File: config.mk
export PLATFORM = sky130hd
export DESIGN_NAME = a2b_word
export DESIGN_NICKNAME = d
export VERILOG_FILES = /design/src/rtl/a2b_word.sv
export SDC_FILE = /design/constraint.sdc
export NUM_CORES = 1
export LEC_CHECK = 0
export CAP_MARGIN = 40
export CORE_ASPECT_RATIO = 0.8
export CORE_MARGIN = 1.5
export CORE_UTILIZATION = 49
export CTS_CLUSTER_DIAMETER = 40
export DETAILED_ROUTE_END_ITERATION = 8
export PLACE_DENSITY = 0.83
export SETUP_SLACK_MARGIN = 0.1
export SLEW_MARGIN = 20
export SYNTH_ARGS = -nofsm -noshare
export SYNTH_HDL_FRONTEND = slang
export SYNTH_SLANG_ARGS = --single-unit
File: constraint.sdc
create_clock -name clk -period 3.52 [get_ports clk]
set_input_delay 0.704 -clock clk [delete_from_list [all_inputs] [get_ports clk]]
set_output_delay 0.704 -clock clk [all_outputs]
set_load 0.02 [all_outputs]
File: src/rtl/a2b_word.sv
// ASCII-to-binary word assembler: packs binary or hex digits MSB-first into a
// WIDTH-bit word, emitting on a full word or a CR/LF terminator.
module a2b_word #(
  parameter int WIDTH = 8
) (
  input  logic             clk,
  input  logic             rst,
  input  logic [7:0]       in,
  input  logic             w_RX_dv,
  input  logic             hex_mode,
  output logic [WIDTH-1:0] out,
  output logic             out_valid,
  output logic             err,
  output logic             busy,
  output logic             dbg_state
);

  localparam int CW = $clog2(WIDTH + 1);
  localparam logic [CW-1:0] N_BIN = CW'(WIDTH);
  localparam logic [CW-1:0] N_HEX = CW'(WIDTH / 4);

  typedef enum logic {
    IDLE  = 1'b0,
    ACCUM = 1'b1
  } state_t;

  state_t           state;
  logic [WIDTH-1:0] acc;
  logic [CW-1:0]    cnt;
  logic             mode_q;

  logic             eff_mode;
  logic             is_bin;
  logic             is_hex;
  logic [3:0]       nib;
  logic             is_digit;
  logic             is_term;
  logic             is_space;
  logic [WIDTH-1:0] next_acc;
  logic [CW-1:0]    cnt_inc;
  logic [CW-1:0]    n_digits;

  // The mode is taken live from hex_mode only for the first digit of a word.
  always_comb begin
    eff_mode = (state == IDLE) ? hex_mode : mode_q;
    is_bin   = (in == 8'h30) || (in == 8'h31);
    is_hex   = 1'b1;
    nib      = 4'h0;
    if (in >= 8'h30 && in <= 8'h39) begin
      nib = in[3:0];
    end else if ((in >= 8'h41 && in <= 8'h46) || (in >= 8'h61 && in <= 8'h66)) begin
      nib = in[3:0] + 4'd9;
    end else begin
      is_hex = 1'b0;
    end
    is_digit = eff_mode ? is_hex : is_bin;
    is_term  = (in == 8'h0D) || (in == 8'h0A);
    is_space = (in == 8'h20);
    n_digits = eff_mode ? N_HEX : N_BIN;
    cnt_inc  = cnt + CW'(1);
    next_acc = '0;
    if (eff_mode) begin
      next_acc = ((state == IDLE) ? '0 : (acc << 4)) | WIDTH'(nib);
    end else begin
      next_acc = ((state == IDLE) ? '0 : (acc << 1)) | WIDTH'(in[0]);
    end
  end

  always_ff @(posedge clk or negedge rst) begin
    if (!rst) begin
      state     <= IDLE;
      acc       <= '0;
      cnt       <= '0;
      mode_q    <= 1'b0;
      out       <= '0;
      out_valid <= 1'b0;
      err       <= 1'b0;
    end else begin
      out_valid <= 1'b0;
      err       <= 1'b0;
      if (w_RX_dv) begin
        if (is_digit) begin
          if (state == IDLE) mode_q <= hex_mode;
          if (cnt_inc == n_digits) begin
            out       <= next_acc;
            out_valid <= 1'b1;
            acc       <= '0;
            cnt       <= '0;
            state     <= IDLE;
          end else begin
            acc   <= next_acc;
            cnt   <= cnt_inc;
            state <= ACCUM;
          end
        end else if (is_term) begin
          if (state == ACCUM) begin
            out       <= acc;
            out_valid <= 1'b1;
            acc       <= '0;
            cnt       <= '0;
            state     <= IDLE;
          end
        end else if (!is_space) begin
          err   <= 1'b1;
          acc   <= '0;
          cnt   <= '0;
          state <= IDLE;
        end
      end
    end
  end

  assign busy      = (state == ACCUM);
  assign dbg_state = state;

endmodule

==> results.tsv <==
metric	value	unit
post-route setup slack	0.398	ns
number of synthesized flops with an enable pin	0	
non-filler instance count after layout	221	
core box area	0.00309	sq mm
FF+latch count, synth	24	
CP Data Required Time	3.71	ns
worst-margin pin slew	0.540	ns
Worst EP arrival	3.31	ns
dpl cell area	0.00189	sq mm
largest net degree at the start of global routing	15	
first-pass GRT wire length	5970	microns
Inst Count DP	218	
RSZ-0062 raised after global routing	no	
vias in the first global route	1260	
area grow syn2layout	21.4	%
dpl ws	0.156	ns
Avg Inst Size Synth	10.3	sq um
Die Span X	66.7	microns
area share of the largest cell type after synthesis	0.378	
post-synth top area cell	dfrtp_1	
Total Wirelength	3460	microns
Mapped Cells	154	
Crit. End Element	register	
Final Hold Vio Count	0	
worst rel slew slack	0.638	
Vias per Instance	5.76	
PostCTS Resize Cnt	0	
crit path buf inv count	3	
RePlAce Congestion	0.854	
DR pass1 iterations	4	
Post-Syn Nets	172	
minimum clock period	3.12	ns
delay-heaviest family, CP	compound AO/OA/AOI/OAI gates	
# setup viols final	0	
number of buffers added on ports	23	
die height	53.9	microns
Post-CTS Hold Fix Bufs	0	
HP Class	reg2reg	
clock-pin slew on the worst setup and hold paths	0.08	ns
Layout Nets	201	
# IOs	24	
gr ovfl total	0	
dpl hpwl	2760	microns
Seq pwr share	0.556	
post-route cell area	0.00193	sq mm
Setup crit start kind	primary input	
ys async rst share	1.00	
Fin Clk Skew	0.00396	ns
Comb power frac	0.144	
setup tns final	0	ns
Clock Latency Late Sink	0.27	ns
DR WL/cell	15.7	microns
Post-CTS Setup Inserts	0	
Fmax	320	MHz
initial core utilization	0.515	
status	finished clean	
post-synthesis cell area	0.00159	sq mm
post-synth cell types	43	
CTS Buffer Depth	2	
Slowest-stage cell, CP	a211oi_1	
GRT Util Overall	0.222	
Tcrit/Tclk final	0.887	
Synth area leaders	dfrtp_1, mux2i_1, mux2_2, ha_1, nand2_1	
routed via count	1272	
Synth Warn #	0	
DR iter-0 viols	51	
die area	0.00360	sq mm
Internal Power	392	uW
Max FO, Critical Path	7	
CTS Sinks	24	
worst-path cell chain	clkdlybuf4s50_1 > inv_1 > ha_1 > o21bai_1 > a211oi_1 > nor2_2 > a221oi_4 > buf_4 > mux2i_1	
Pwr Density	273	mW/mm^2
# diodes	0	
Clock Power Share	0.301	
worst vdd ir	0.262	mV
CTS root buf	clkbuf_8	
switching portion of total power	0.257	
Post-synth top flop	dfrtp_1	
Slew Viols, Final	0	
CTS buffer count	3	
slowest stage delay, CP	0.52	ns
P_sw	136	uW
TritonCTS clock tree	yes	
max-cap violation count	0	
sequential fraction of the synthesis area	0.378	
Placement Rows	18	
total power	527	uW
Routed Antenna Nets	0	
Setup CP Type	in2reg	
initial antenna violation count	0	
H-tree levels	1	
layout cells sized above 1	0.171	
DRC	0	
leakage	0.853	nW
==> cells in the mapped netlist, drive strengths merged (2+ instances only) <==
cell and instances:
nor4b 2, nand4 2, a21o 2, o21bai 2, mux2 12, clkbuf 2, o21ai 15, nand2 20
nor2 3, inv 15, dfrtp 24, nand2b 2, nand3 2, nor3b 2, o31ai 2, ha 6
a21oi 3, buf 2, mux2i 13, a22o 5
==> cell families after synthesis <==
family | after synthesis | share of synthesized area
fa+ha+maj | 6 | 0.0472
simple gates | 42 | 0.177
mux | 25 | 0.172
xor+xnor | 2 | 0.0110
compound gates | 36 | 0.163
buf+inv | 19 | 0.0520
flops | 24 | 0.378
==> cells in the final DEF (no fill, tap or decap), types with 3 or more instances in the layout <==
cell type | Yosys | layout
mux2_2 | 10 | 10
nand2_1 | 20 | 20
buf_4 | 1 | 4
ha_1 | 6 | 6
clkbuf_8 | 0 | 3
clkdlybuf4s50_1 | 0 | 23
a22o_1 | 5 | 5
mux2i_1 | 13 | 13
inv_1 | 15 | 15
dfrtp_1 | 24 | 24
o21ai_0 | 15 | 15
==> final timing paths <==
kind                       slack (ns)  startpoint     end  depth (start not counted)
setup / recovery                 0.40       in[1]  out[4]                          9
hold / removal                   0.49      acc[6]  acc[6]                          2
setup reg to reg                 1.05        busy  out[4]                          6
hold reg to reg                  0.49      acc[6]  acc[6]                          2
max in group asynchronous        2.27         rst  out[1]                          2
min in group asynchronous        0.77         rst  mode_q                          1
==> worst min-delay path, delay by kind of cell, from the launching register on <==
family           cells  cell delay (ns)
flip-flops           1             0.35
AO/OA/AOI/OAI        1             0.06
AND/OR/NAND/NOR      1             0.04
==> stage by stage <==
step,hold slack [ns],util
2_1_floorplan,0.408,-
3_3_place_gp,0.455,0.607
3_5_place_dp,0.471,0.612
4_1_cts,0.489,0.625
5_1_grt,0.535,0.625
6_report,0.488,0.625
==> state kept, by name (all words and copies together), names as in the netlist <==
signal and flops:
mode_q 1, cnt 4, err 1, acc 8
out_valid 1, busy 1, out 8
==> layout make-up <==
class / count / area, sq um
fillers: 244 / 1160
well taps: 40 / 50.0
inverters: 15 / 56.3
flip-flops and latches: 24 / 601
clock buffers: 3 / 41.3
repair buffers: 28 / 275
multi-input cells: 111 / 906
==> layer usage <==
metal | up-vias | share of wire | track usage
met4 | 0 | 0.0038 | 0.0408
met3 | 4 | 0.063 | 0.0544
met2 | 39 | 0.47 | 0.368
met1 | 621 | 0.47 | 0.300
met5 | - | 0 | 0
li1 | 608 | - | -
==> power by group through the flow <==
| stage | sequential, mW | combinational [mW] | clock [mW] |
|---|---|---|---|
| after floorplan | 0.291 | 0.0453 | 0 |
| after global placement | 0.298 | 0.0714 | 0 |
| after detailed placement | 0.299 | 0.0755 | 0 |
| after CTS | 0.293 | 0.0759 | 0.160 |
| after global routing | 0.295 | 0.0831 | 0.174 |
| final | 0.293 | 0.0757 | 0.159 |
No activity file was read; power rests on OpenSTA's default activity.
